--- src/rtl/valid_ready_source_pkg.sv ---
// Shared definitions for the valid/ready burst source: FSM encoding and default widths.
package valid_ready_source_pkg;

    localparam int DEF_DATA_W = 32;
    localparam int DEF_LEN_W  = 8;
    localparam int DEF_GAP_W  = 4;

    typedef enum logic [1:0] {
        ST_IDLE = 2'd0,
        ST_SEND = 2'd1,
        ST_GAP  = 2'd2,
        ST_DONE = 2'd3
    } state_t;

endpackage

--- src/rtl/valid_ready_source.sv ---
// Master end of a valid/ready link: expands one burst command into len+1 beats of
// incrementing data, with optional idle gaps between beats, honouring downstream backpressure.
module valid_ready_source
    import valid_ready_source_pkg::*;
#(
    parameter int DATA_W = DEF_DATA_W,
    parameter int LEN_W  = DEF_LEN_W,
    parameter int GAP_W  = DEF_GAP_W
) (
    input  logic              clk,
    input  logic              rst_n,
    input  logic              cmd_valid,
    output logic              cmd_ready,
    input  logic [LEN_W-1:0]  cmd_len,
    input  logic [DATA_W-1:0] cmd_seed,
    input  logic [GAP_W-1:0]  cmd_gap,
    output logic [DATA_W-1:0] data_down,
    output logic              valid_down,
    output logic              last_down,
    input  logic              ready_down,
    output logic              busy,
    output logic              done,
    output logic [1:0]        dbg_state
);

    // Handshake: a beat transfers at a rising edge where valid_down && ready_down;
    // valid_down, data_down and last_down hold until that edge. A command transfers
    // at a rising edge where cmd_valid && cmd_ready.

    state_t            r_state,     w_state_nxt;
    logic [LEN_W-1:0]  r_len,       w_len_nxt;
    logic [LEN_W-1:0]  r_beat_cnt,  w_beat_nxt;
    logic [DATA_W-1:0] r_seed,      w_seed_nxt;
    logic [GAP_W-1:0]  r_gap,       w_gap_nxt;
    logic [GAP_W-1:0]  r_gap_cnt,   w_gap_cnt_nxt;
    logic [DATA_W-1:0] r_data,      w_data_nxt;
    logic              r_valid,     w_valid_nxt;
    logic              r_last,      w_last_nxt;
    logic              r_cmd_ready, w_cmd_ready_nxt;
    logic              r_busy,      w_busy_nxt;
    logic              r_done,      w_done_nxt;

    logic              w_accept;
    logic              w_hs;
    logic [LEN_W-1:0]  w_beat_inc;

    // cmd_ready is only ever high in IDLE, so acceptance needs no state qualifier.
    assign w_accept   = cmd_valid && r_cmd_ready;
    assign w_hs       = r_valid && ready_down;
    assign w_beat_inc = r_beat_cnt + 1'b1;

    always_ff @(posedge clk or negedge rst_n) begin
        if (!rst_n) begin
            r_state     <= ST_IDLE;
            r_len       <= '0;
            r_beat_cnt  <= '0;
            r_seed      <= '0;
            r_gap       <= '0;
            r_gap_cnt   <= '0;
            r_data      <= '0;
            r_valid     <= 1'b0;
            r_last      <= 1'b0;
            r_cmd_ready <= 1'b0;
            r_busy      <= 1'b0;
            r_done      <= 1'b0;
        end else begin
            r_state     <= w_state_nxt;
            r_len       <= w_len_nxt;
            r_beat_cnt  <= w_beat_nxt;
            r_seed      <= w_seed_nxt;
            r_gap       <= w_gap_nxt;
            r_gap_cnt   <= w_gap_cnt_nxt;
            r_data      <= w_data_nxt;
            r_valid     <= w_valid_nxt;
            r_last      <= w_last_nxt;
            r_cmd_ready <= w_cmd_ready_nxt;
            r_busy      <= w_busy_nxt;
            r_done      <= w_done_nxt;
        end
    end

    always_comb begin
        w_state_nxt   = r_state;
        w_len_nxt     = r_len;
        w_beat_nxt    = r_beat_cnt;
        w_seed_nxt    = r_seed;
        w_gap_nxt     = r_gap;
        w_gap_cnt_nxt = r_gap_cnt;
        w_data_nxt    = r_data;
        w_valid_nxt   = r_valid;
        w_last_nxt    = r_last;

        case (r_state)
            ST_IDLE: begin
                if (w_accept) begin
                    w_state_nxt = ST_SEND;
                    w_len_nxt   = cmd_len;
                    w_seed_nxt  = cmd_seed;
                    w_gap_nxt   = cmd_gap;
                    w_beat_nxt  = '0;
                    w_valid_nxt = 1'b1;
                    w_data_nxt  = cmd_seed;
                    w_last_nxt  = (cmd_len == '0);
                end
            end
            ST_SEND: begin
                if (w_hs) begin
                    if (r_last) begin
                        w_state_nxt = ST_DONE;
                        w_valid_nxt = 1'b0;
                        w_last_nxt  = 1'b0;
                    end else begin
                        w_beat_nxt = w_beat_inc;
                        if (r_gap == '0) begin
                            w_data_nxt = r_seed + DATA_W'(w_beat_inc);
                            w_last_nxt = (w_beat_inc == r_len);
                        end else begin
                            w_state_nxt   = ST_GAP;
                            w_gap_cnt_nxt = r_gap;
                            w_valid_nxt   = 1'b0;
                            w_last_nxt    = 1'b0;
                        end
                    end
                end
            end
            ST_GAP: begin
                // beat_cnt already points at the next beat; reload its data on exit.
                w_gap_cnt_nxt = r_gap_cnt - 1'b1;
                if (r_gap_cnt == GAP_W'(1)) begin
                    w_state_nxt = ST_SEND;
                    w_valid_nxt = 1'b1;
                    w_data_nxt  = r_seed + DATA_W'(r_beat_cnt);
                    w_last_nxt  = (r_beat_cnt == r_len);
                end
            end
            ST_DONE: begin
                w_state_nxt = ST_IDLE;
            end
            default: begin
                w_state_nxt = ST_IDLE;
                w_valid_nxt = 1'b0;
                w_last_nxt  = 1'b0;
            end
        endcase

        w_cmd_ready_nxt = (w_state_nxt == ST_IDLE);
        w_busy_nxt      = (w_state_nxt != ST_IDLE);
        w_done_nxt      = (w_state_nxt == ST_DONE);
    end

    assign cmd_ready  = r_cmd_ready;
    assign data_down  = r_data;
    assign valid_down = r_valid;
    assign last_down  = r_last;
    assign busy       = r_busy;
    assign done       = r_done;
    assign dbg_state  = r_state;

endmodule
--- config.mk ---
export PLATFORM = sky130hd
export DESIGN_NAME = valid_ready_source
export DESIGN_NICKNAME = d
export VERILOG_FILES = /design/src/rtl/valid_ready_source_pkg.sv /design/src/rtl/valid_ready_source.sv
export SDC_FILE = /design/constraint.sdc
export NUM_CORES = 1
export LEC_CHECK = 0
export ABC_AREA = 1
export ABC_CLOCK_PERIOD_IN_PS = 7300
export BUFFER_PORTS_ARGS = -buffer_cell sky130_fd_sc_hd__buf_4
export CAP_MARGIN = 10
export CORE_UTILIZATION = 44
export CTS_CLUSTER_SIZE = 40
export DETAILED_ROUTE_END_ITERATION = 10
export MAX_ROUTING_LAYER = met4
export PLACE_DENSITY = 0.75
export RECOVER_POWER = 25
export SLEW_MARGIN = 10
export SYNTH_ARGS = -nofsm -noshare
export SYNTH_HDL_FRONTEND = slang
export SYNTH_SLANG_ARGS = --single-unit
--- constraint.sdc ---
create_clock -name clk -period 7.3 [get_ports clk]
set_clock_uncertainty 0.2 [all_clocks]
set_input_delay 0.73 -clock clk [delete_from_list [all_inputs] [get_ports clk]]
set_output_delay 0.73 -clock clk [all_outputs]
set_load 0.1 [all_outputs]
Yosys cells after proc, flatten, opt, wreduce, memory -nomap -nowiden
Index checks and enable logic that the tools add are counted.
- equal/unequal tests: 14
- add/subtract/negate cells: 4
- bitwise operators: 0
- multiply operators: 0
- div/mod/pow operators: 0
- order comparisons: 0
- shift operators: 0
- reduce and logical (&&, ||, !) cells: 16
- multiplexer cells: 32
- operator list (kind ; count):
    2-to-1 mux 32 bit ; 5
    one-hot mux 32 bit (3 select lines) ; 1
    adder 32 x 8 -> 32 bit ; 2
    2-to-1 mux 8 bit ; 3
    equality test 8 bit ; 2
    one-hot mux 8 bit (2 select lines) ; 1
    2-to-1 mux 4 bit ; 3
    != test 2 bit, second input constant ; 6
    AND reduction 4 bit ; 3
    2-to-1 mux 1 bit ; 10
    2-to-1 mux 2 bit ; 5
    adder 8 x 1 -> 8 bit, second input constant ; 1
    zero test 8 bit ; 1
    one-hot mux 2 bit (4 select lines) ; 1
    one-hot mux 4 bit (2 select lines) ; 1
    equality test 2 bit, second input constant ; 3
    one-hot mux 1 bit (3 select lines) ; 2
    AND reduction 6 bit ; 1
    nonzero test 2 bit ; 3
    AND reduction 5 bit ; 1
    equality test 4 x 1 -> 1 bit, second input constant ; 1
    zero test 2 bit ; 2
    zero test 4 bit ; 1
    subtractor 4 x 1 -> 4 bit, second input constant ; 1
    other kinds (5) ; 6
- bits in writable memories: 0
- logic and storage cells: 78
- ROM bits: 0
- output and inout bits: 39
- register bits: 95
- bits in latches: 0
- memories: 0
- bits of input ports: 48

Logic depth before layout (Yosys ltp)
Gate-level depths: netlist (run 1).
- word-level depth: 6
- depth in mapped cells: 21
- depth with buffers taken out: 19

Worst setup path before layout (run 1)
OpenSTA, ideal clock, no wires.
- path kind: flip-flop to flip-flop
- start point: register r_state[0], in the netlist dbg_state[0]
- end point: register r_data[28], in the netlist data_down[28]
- data arrival time: 3150 ps
- period minus slack after synthesis: 3470 ps
- cell stages (with the launch flop): 20
- path buffers: 2
- required time: 6980 ps
- path slack: 3830 ps
- setup time: 120 ps
- cell sequence: dfrtp_1 > inv_1 > ha_1 > buf_2 > clkbuf_1 > nand2_1 > o21ai_0 > fa_1 > nand2_1 > nand2_1 > o21ai_2 > inv_1 > nand2_1 > nand2_2 > inv_1 > nor2_1 > nand3b_1 > nand3_1 > nand2_1 > nand2_1
- cells in the longest elaborated chain, start to end: 3
- elaborated cells on any way between the ends: 11
- those cells by class: eq/ne (7); mux (1); reduce/logical (3)
- RTL lines (what ; line ; RTL):
    start: declaration ; valid_ready_source.sv:30 ; state_t r_state, w_state_nxt;
    start signal: assignment ; valid_ready_source.sv:67 ; r_state <= w_state_nxt;
    equality test 2 bit, or another cell as far along ; valid_ready_source.sv:93 ; case (r_state)
    != test 2 bit (no line) / nonzero test 3 bit (equally long branches) ; - ;
    AND reduction 6 bit (no line) ; - ;
    end signal: assignment ; valid_ready_source.sv:73 ; r_data <= w_data_nxt;
    end: declaration ; valid_ready_source.sv:36 ; logic [DATA_W-1:0] r_data, w_data_nxt;
Parallel ways exist; a longest one is shown, timed or not.
A chain may end at the register's enable or synchronous reset.

==> results of run 1 <==
state kept, by name (all words and copies together) (netlist names):
register / flops
valid_down: 1
cmd_ready: 1
busy: 1
dbg_state: 2
data_down: 32
r_gap: 4
r_beat_cnt: 8
r_gap_cnt: 4
done: 1
last_down: 1
r_len: 8
r_seed: 32
cells by family (layout without fill, tap and decap cells):
family,after synthesis,after routing,share of synthesized area
compound gates,142,142,0.134
flops,95,95,0.412
xor+xnor,7,7,0.0106
mux,8,8,0.0156
fa+ha+maj,16,16,0.0360
simple gates,399,399,0.306
buf+inv,121,201,0.0856
cell usage in the layout, fill, tap and decap left out, types with 3 or more instances in the layout:
| cell | n |
|---|---|
| nor4_1 | 3 |
| dfrtp_1 | 95 |
| nor2_1 | 58 |
| nand4_1 | 12 |
| xnor2_1 | 3 |
| a21oi_1 | 48 |
| xor2_1 | 4 |
| nand3_1 | 62 |
| buf_4 | 87 |
| inv_2 | 3 |
| clkbuf_16 | 9 |
| a31oi_1 | 4 |
| o211ai_1 | 7 |
| nand2_2 | 3 |
| or2_2 | 3 |
| mux2_2 | 8 |
| ha_1 | 15 |
| o21ai_0 | 65 |
| nor3_1 | 4 |
| nand3b_1 | 12 |
| inv_1 | 93 |
| nand2_1 | 229 |
| o22ai_1 | 7 |
metrics by stage:
step | setup slack, ns | power [uW] | instances
after CTS | 3.85 | 3570 | 1040
final | 2.59 | 3560 | 1040
after global placement | 4.03 | 3060 | 1024
after detailed placement | 3.89 | 3080 | 1024
after global routing | 1.67 | 3810 | 1040
after floorplan | 3.83 | 2600 | 788
worst paths after layout:
kind	from	slack (ns)	endpoint
setup / recovery	rst_n	2.59	data_down[15]
hold / removal	data_down[11]	0.28	data_down[11]
setup reg to reg	dbg_state[0]	3.84	data_down[31]
hold reg to reg	data_down[11]	0.28	data_down[11]
max in group clk	dbg_state[0]	3.84	data_down[31]
min in group asynchronous	rst_n	0.95	r_gap[1]
power by group:
group	internal [uW]	total [uW]	switching (uW)
registers	770	993	223
clock network	266	476	210
logic	538	2090	1550
total	1570	3560	1980
cell type report:
cell class,count,area share
sequential,95,0.349
clock buffer,9,0.0330
inverter,96,0.0529
timing repair buffer,89,0.0969
clock inverter,7,0.0106
multi-input combinational,572,0.426
tap,172,0.0316
per-layer routing:
layer  GRT usage  vias up
li1            -     2733
met1       0.372     2506
met2       0.348      155
met3      0.0270       14
met4      0.0786        0
met5           -        -
==> impl_metrics.py, run 1 <==
metrics = {
    "timing": {
        "worstMarginPinSlew_ns": 2.55,
        "drv_slew": 98,
        "rsz0062_at_grt": "false",
        "max_freq_mhz": 212,
        "final.period_utilization": 0.646,
        "finalHoldViolations": 0,
        "relSlewSlack": -0.698,
        "setup_viol": 0,
        "period_minus_slack_ns": 4.71,
        "whs_ns": 0.282,
        "fin_setup_tns_ns": 0,
    },
    "drt": {
        "drt-met1-wl_microns": 7730,
        "vias_per_cell": 5.20,
        "top_layer": "met4",
        "drtIter0Drc": 388,
        "antenna_left": 0,
        "route.met3.wl_microns": 816,
        "drc": 0,
        "wire_per_inst_microns": 14.5,
        "met2_length_microns": 6300,
        "vias": 5408,
        "drt_wl_total_microns": 15100,
        "drt_pre_antenna_iters": 5,
    },
    "synthesis": {
        "postSynthAreaPerCell_sq_um": 7.32,
        "ys_ff_latch": 95,
        "synth_common_cells": "nand2_1 (229), dfrtp_1 (95), inv_1 (93), o21ai_0 (65), nand3_1 (63)",
        "yosys.area.top_type_share": 0.412,
        "synth-edff-count": 0,
        "ys_seq_area_frac": 0.412,
        "synth_fp_nets": 852,
        "synthTopCellsByArea": "dfrtp_1 (41%), nand2_1 (15%), inv_1 (6.0%)",
        "synth_top_area_cell": "dfrtp_1",
        "ys_types": 44,
        "netlist_area_sq_mm": 0.00577,
        "synth-warning-count": 0,
        "synth_most_common_cell": "nand2_1",
        "ys.flop_type": "dfrtp_1",
        "synthCells": 788,
        "synthArstFlopShare": 1.00,
    },
    "critical_path": {
        "slowest_stage": "clkbuf_1",
        "crit_path_end_kind": "async pin",
        "path_buf_inv": 2,
        "critPathLaunchType": "primary input",
        "cp_max_fo": 50,
        "path_depth": 2,
        "crit_arrival_ns": 4.43,
        "slowest_delay_ns": 1.91,
        "crit_chain": "clkbuf_1 > clkbuf_1",
        "cpMostUsedCell": "clkbuf_1",
        "crit_type": "in2async",
        "rr_worst_depth": 17,
        "cp.required_ns": 7.02,
        "path_delay_family": "buffers and inverters",
    },
    "global_routing": {
        "overflow": 0,
        "grt_max_degree": 81,
        "antenna_found_initial": 0,
        "grt_pass1_wl_microns": 25100,
        "grt_pass1_vias": 4930,
        "track_usage": 0.248,
    },
    "clocking": {
        "ctsResizeCount": 0,
        "ctsHoldBuffers": 0,
        "clkSinkCount": 95,
        "tritoncts": "done",
        "cts_setup_buffers": 0,
        "cts_max_level": 3,
        "cts.path.max_buffers": 2,
        "root_buffer": "clkbuf_16",
        "clk_latency_ns": 0.35,
        "cts-buffers-inserted": 9,
        "clk_pin_slew_worst_paths_ns": 0.06,
    },
    "job": {
        "drv_cap": 2,
    },
    "cells_and_area": {
        "n_antenna_cell": 0,
        "nFillCells": 1282,
        "nets": 927,
        "final_util": 0.536,
        "area_delta_synth_final_pct": 18.1,
        "multi_input_area_sq_mm": 0.00290,
        "finalInstanceArea_sq_mm": 0.00682,
        "seq_area_sq_mm": 0.00238,
        "drive_above_1_share": 0.152,
    },
    "die": {
        "core_area_sq_mm": 0.0127,
        "die_w_microns": 117,
        "ios": 87,
        "rows": 41,
        "start_util": 0.454,
        "die_y_microns": 117,
        "die-area_sq_mm": 0.0136,
    },
    "placed_design": {
        "dp_hpwl_microns": 11100,
        "gp_congestion": 0.930,
        "port_buffers": 86,
        "placed_area_sq_mm": 0.00653,
    },
    "status": {
        "violations": "capacitance limit, slew limit",
        "outcome": "finished with violations",
    },
    "min_path": {
        "hold_depth": 2,
        "min_path_type": "reg2reg",
    },
    "power": {
        "p_leak_uw": 0.00339,
        "ir_worst_vdd_v": 0.000423,
        "power_density_mw_per_mm2": 522,
    },
}
Note: power is estimated with default switching activity, not from simulation.
==> inputs of run 2 (changes only) <==
--- a/config.mk
+++ b/config.mk
@@ -6,14 +6,14 @@
 export NUM_CORES = 1
 export LEC_CHECK = 0
 export ABC_AREA = 1
-export ABC_CLOCK_PERIOD_IN_PS = 7300
+export ABC_CLOCK_PERIOD_IN_PS = 4200
 export BUFFER_PORTS_ARGS = -buffer_cell sky130_fd_sc_hd__buf_4
 export CAP_MARGIN = 10
 export CORE_UTILIZATION = 44
 export CTS_CLUSTER_SIZE = 40
 export DETAILED_ROUTE_END_ITERATION = 10
 export MAX_ROUTING_LAYER = met4
-export PLACE_DENSITY = 0.75
+export PLACE_DENSITY = 0.78
 export RECOVER_POWER = 25
 export SLEW_MARGIN = 10
 export SYNTH_ARGS = -nofsm -noshare
==> constraint.sdc (replaced) <==
create_clock -name clk -period 4.2 [get_ports clk]
set_clock_uncertainty 0.2 [all_clocks]
set_input_delay 0.42 -clock clk [delete_from_list [all_inputs] [get_ports clk]]
set_output_delay 0.42 -clock clk [all_outputs]
set_load 0.1 [all_outputs]
==> impl_metrics.py, run 2 (synthesized netlist as in run 1, its figures left out) <==
metrics = {
    "drt": {
        "drtIter0Drc": 368,
        "vias_per_cell": 5.28,
        "drt_wl_total_microns": 15300,
        "wire_per_inst_microns": 14.6,
        "top_layer": "met4",
        "route.met3.wl_microns": 841,
        "met2_length_microns": 6550,
        "antenna_left": 0,
        "vias": 5498,
        "drt-met1-wl_microns": 7560,
        "drc": 0,
        "drt_pre_antenna_iters": 5,
    },
    "cells_and_area": {
        "nets": 930,
        "multi_input_area_sq_mm": 0.00290,
        "most-common-layout-cells": "nand2_1 (229), dfrtp_1 (95), inv_1 (93), buf_4 (88), o21ai_0 (65)",
        "finalNonFillerCells": 1042,
        "n_antenna_cell": 0,
        "nFillCells": 1257,
        "finalInstanceArea_sq_mm": 0.00689,
        "final_util": 0.541,
        "layout_commonest_cell": "nand2_1",
        "area_delta_synth_final_pct": 19.4,
        "drive_above_1_share": 0.153,
        "seq_area_sq_mm": 0.00238,
    },
    "timing": {
        "fin_setup_tns_ns": 0,
        "max_freq_mhz": 288,
        "relSlewSlack": -0.713,
        "rsz0062_at_grt": "false",
        "worstMarginPinSlew_ns": 2.57,
        "final.period_utilization": 0.827,
        "setup_viol": 0,
        "drv_slew": 97,
        "finalHoldViolations": 0,
        "period_minus_slack_ns": 3.47,
    },
    "critical_path": {
        "slowest_delay_ns": 0.54,
        "path_buf_inv": 3,
        "crit_path_end_kind": "flip-flop",
        "crit_chain": "inv_1 > ha_1 > inv_1 > nand2_1 > o21ai_0 > ha_1 > nand2_1 > o21ai_0 > inv_1 > nand2_1 > nand2_1 > o21ai_0 > nor2_1 > nand3b_1 > nand2_1 > nand2_1",
        "cp.required_ns": 4.24,
        "cp_max_fo": 18,
        "path_delay_family": "adder cells",
        "slowest_stage": "ha_1",
        "crit_type": "reg2reg",
        "cpMostUsedCell": "nand2_1",
        "crit_arrival_ns": 3.51,
        "critPathLaunchType": "flip-flop",
    },
    "clocking": {
        "root_buffer": "clkbuf_16",
        "cts.path.max_buffers": 2,
        "ctsResizeCount": 0,
        "ctsHoldBuffers": 1,
        "clk_latency_ns": 0.35,
        "cts_setup_buffers": 0,
        "cts_max_level": 3,
        "tritoncts": "done",
        "clk_pin_slew_worst_paths_ns": 0.07,
        "cts-buffers-inserted": 9,
        "clkSinkCount": 95,
    },
    "job": {
        "drv_cap": 2,
    },
    "die": {
        "core_area_sq_mm": 0.0127,
        "die-area_sq_mm": 0.0136,
        "die_w_microns": 117,
        "start_util": 0.454,
        "die_y_microns": 117,
        "ios": 87,
        "rows": 41,
    },
    "power": {
        "p_leak_uw": 0.00343,
        "ir_worst_vdd_v": 0.000636,
        "finalPower_uw": 6340,
        "power_density_mw_per_mm2": 921,
    },
    "min_path": {
        "min_path_type": "in2reg",
    },
    "status": {
        "outcome": "finished with violations",
        "violations": "capacitance limit, slew limit",
    },
    "placed_design": {
        "dp_cells": 1026,
        "dp_hpwl_microns": 11100,
        "port_buffers": 86,
        "placed_area_sq_mm": 0.00654,
        "gp_congestion": 0.962,
    },
    "global_routing": {
        "grt_max_degree": 50,
        "antenna_found_initial": 0,
        "track_usage": 0.244,
        "grt_pass1_wl_microns": 24900,
        "overflow": 0,
        "grt_pass1_vias": 5056,
    },
}
[run 2: final timing paths]
kind / startpoint / to / slack [ns] / cells after the start
max in group asynchronous: rst_n / r_seed[14] / 0.99 / 3
setup / recovery: dbg_state[0] / data_down[15] / 0.73 / 16
hold reg to reg: data_down[13] / data_down[13] / 0.28 / 2
min in group asynchronous: rst_n / valid_down / 1.27 / 3
setup reg to reg: dbg_state[0] / data_down[15] / 0.73 / 16
hold / removal: cmd_gap[1] / r_gap[1] / 0.1 / 2
[run 2: final cells by class]
class                   instances  share of cell area
clock buffers                  10              0.0347
clock inverters                 5              0.0154
inverters                      96              0.0523
multi-input cells             572               0.422
flip-flops and latches         95               0.345
well taps                     172              0.0312
repair buffers                 92              0.0995
[run 2: layer usage]
| metal | GRT usage | up-vias |
|---|---|---|
| met1 | 0.357 | 2561 |
| met5 | - | - |
| met3 | 0.0187 | 19 |
| met4 | 0.0880 | 0 |
| li1 | - | 2741 |
| met2 | 0.353 | 177 |
[run 2: stage by stage]
stage	setup slack [ns]	hold WS (ns)
final	0.727	0.0953
after global routing	0.302	0.117
after CTS	0.786	0.103
after detailed placement	0.835	0.267
after global placement	0.914	0.267
after floorplan	0.730	-0.0756
[run 2: where the power goes]
part,internal [uW],switching (uW),leakage (uW)
Clock,596,363,0.000165
Sequential,1340,393,0.00116
Combinational,944,2710,0.00211
==> inputs of run 3 (changes only) <==
--- a/config.mk
+++ b/config.mk
@@ -5,15 +5,15 @@
 export SDC_FILE = /design/constraint.sdc
 export NUM_CORES = 1
 export LEC_CHECK = 0
-export ABC_AREA = 1
-export ABC_CLOCK_PERIOD_IN_PS = 4200
+export ABC_AREA = 0
+export ABC_CLOCK_PERIOD_IN_PS = 3220
 export BUFFER_PORTS_ARGS = -buffer_cell sky130_fd_sc_hd__buf_4
 export CAP_MARGIN = 10
 export CORE_UTILIZATION = 44
 export CTS_CLUSTER_SIZE = 40
 export DETAILED_ROUTE_END_ITERATION = 10
 export MAX_ROUTING_LAYER = met4
-export PLACE_DENSITY = 0.78
+export PLACE_DENSITY = 0.75
 export RECOVER_POWER = 25
 export SLEW_MARGIN = 10
 export SYNTH_ARGS = -nofsm -noshare
==> constraint.sdc (replaced) <==
create_clock -name clk -period 3.22 [get_ports clk]
set_clock_uncertainty 0.2 [all_clocks]
set_input_delay 0.322 -clock clk [delete_from_list [all_inputs] [get_ports clk]]
set_output_delay 0.322 -clock clk [all_outputs]
set_load 0.1 [all_outputs]
==> impl_metrics.py, run 3 <==
metrics = {
    "die": {
        "die-area_sq_mm": 0.0134,
        "die_y_microns": 116,
        "start_util": 0.451,
        "die_w_microns": 116,
        "core_area_sq_mm": 0.0126,
        "ios": 87,
        "rows": 41,
    },
    "critical_path": {
        "cpMostUsedCell": "buf_4",
        "critPathLaunchType": "flip-flop",
        "crit_type": "reg2reg",
        "crit_arrival_ns": 3.17,
        "crit_chain": "ha_1 > mux2_4 > fa_2 > a21o_1 > a221oi_2 > buf_4 > a2111oi_4 > buf_4 > xnor2_1 > mux2i_1 > o21ai_1",
        "path_buf_inv": 2,
        "cp_max_fo": 5,
        "rr_worst_depth": 11,
        "crit_path_end_kind": "flip-flop",
        "path_depth": 11,
        "slowest_stage": "dfrtp_1",
        "slowest_delay_ns": 0.44,
        "path_delay_family": "adder cells",
        "cp.required_ns": 3.26,
    },
    "timing": {
        "final.period_utilization": 0.974,
        "drv_slew": 0,
        "whs_ns": 0.00873,
        "max_freq_mhz": 319,
        "setup_viol": 0,
        "relSlewSlack": 0.0228,
        "period_minus_slack_ns": 3.14,
        "worstMarginPinSlew_ns": 1.47,
        "finalHoldViolations": 0,
        "fin_setup_tns_ns": 0,
    },
    "synthesis": {
        "synth-edff-count": 0,
        "ys_types": 64,
        "synthTopCellsByArea": "dfrtp_1 (42%), mux2_2 (8.9%), mux2i_1 (3.7%)",
        "synthArstFlopShare": 1.00,
        "ys.flop_type": "dfrtp_1",
        "yosys.area.top_type_share": 0.418,
        "synth_fp_nets": 634,
        "postSynthAreaPerCell_sq_um": 9.98,
        "synth_top_area_cell": "dfrtp_1",
        "ys_ff_latch": 95,
        "synthCells": 570,
        "netlist_area_sq_mm": 0.00569,
        "synth_most_common_cell": "dfrtp_1",
        "synth-warning-count": 0,
        "synth_common_cells": "dfrtp_1 (95), nand2_1 (54), mux2_2 (45), nor2_1 (32), a21oi_1 (31)",
        "ys_seq_area_frac": 0.418,
    },
    "cells_and_area": {
        "finalInstanceArea_sq_mm": 0.00735,
        "most-common-layout-cells": "buf_4 (115), dfrtp_1 (90), nand2_1 (53), mux2_2 (44), a21oi_1 (31)",
        "nets": 744,
        "drive_above_1_share": 0.337,
        "n_antenna_cell": 0,
        "finalNonFillerCells": 857,
        "layout_commonest_cell": "buf_4",
        "area_delta_synth_final_pct": 29.2,
    },
    "clocking": {
        "clk_pin_slew_worst_paths_ns": 0.07,
        "clkSinkCount": 95,
        "root_buffer": "clkbuf_16",
        "cts-buffers-inserted": 9,
        "cts_max_level": 3,
        "cts.path.max_buffers": 2,
        "clk_latency_ns": 0.35,
        "tritoncts": "done",
    },
    "global_routing": {
        "overflow": 0,
        "track_usage": 0.232,
        "antenna_found_initial": 0,
        "grt_max_degree": 58,
        "grt_pass1_vias": 4575,
        "grt_pass1_wl_microns": 23100,
    },
    "drt": {
        "antenna_left": 0,
        "vias": 4713,
        "drt_pre_antenna_iters": 4,
        "drtIter0Drc": 316,
        "wire_per_inst_microns": 16.8,
        "route.met3.wl_microns": 687,
        "vias_per_cell": 5.50,
        "drt_wl_total_microns": 14400,
        "drc": 0,
        "met2_length_microns": 6760,
        "top_layer": "met4",
        "drt-met1-wl_microns": 6700,
    },
    "status": {
        "outcome": "finished clean",
    },
    "placed_design": {
        "dp_hpwl_microns": 10400,
        "dp_cells": 822,
        "port_buffers": 86,
        "placed_area_sq_mm": 0.00676,
        "gp_congestion": 0.899,
    },
    "job": {
        "drv_cap": 0,
    },
    "min_path": {
        "hold_depth": 2,
        "min_path_type": "in2reg",
    },
}
[run 3: cell types whose count changed after synthesis, sizes merged, moves of 28 or more]
cell	previous run	this run
nand3	64	15
inv	96	13
nand2	232	56
nor2	60	32
mux2	8	45
o21ai	68	40
[run 3: path summary, 6_finish.rpt]
check | startpoint | endpoint | slack (ns)
max | r_beat_cnt[0] | data_down[24] | 0.08
min | cmd_seed[18] | r_seed[18] | 0.009
max reg2reg | r_beat_cnt[0] | data_down[24] | 0.08
min reg2reg | data_down[4] | data_down[4] | 0.28
max in group asynchronous | rst_n | r_beat_cnt[3] | 0.72
min in group asynchronous | rst_n | data_down[14] | 0.66
[run 3: kinds of logic (layout without fill, tap and decap cells)]
family / after synthesis / count (layout) / synth area share
buf+inv: 48 / 162 / 0.0354
fa+ha+maj: 16 / 16 / 0.0365
xor+xnor: 40 / 40 / 0.0616
compound gates: 127 / 128 / 0.160
flops: 95 / 95 / 0.418
mux: 66 / 66 / 0.126
simple gates: 178 / 178 / 0.162
[run 3: layer usage]
metal,track usage,vias up
met5,-,-
met4,0.0701,0
met3,0.0366,16
met2,0.361,116
met1,0.312,2287
li1,-,2294
[run 3: cell type report]
| class | count | area [sq um] |
|---|---|---|
| inverters | 13 | 51.3 |
| clock buffers | 9 | 225 |
| well taps | 172 | 215 |
| repair buffers | 133 | 1050 |
| flip-flops and latches | 95 | 2390 |
| fillers | 1090 | 5270 |
| clock inverters | 7 | 73.8 |
| multi-input cells | 428 | 3350 |
[run 3: timing repair]
item                       in CTS  in global routing
hold buffers                    8                  0
hold endpoints to repair       62                  0
resized for setup               1                 24
pin swaps                       1                  8
buffers inserted                2                  8
setup endpoints to repair       1                 19
cloned                          0                  1
[run 3: through the flow]
stage,setup WS (ns),utilization
5_1_grt,-0.0263,0.582
3_5_place_dp,0.00217,0.535
2_1_floorplan,-0.144,-
6_report,0.0835,0.582
3_3_place_gp,0.0869,0.535
4_1_cts,0.00936,0.567
Power of run 3 is left out: the tool's default activity adds up to more than one toggle a clock period on the data nets, which glitch-free logic cannot reach.
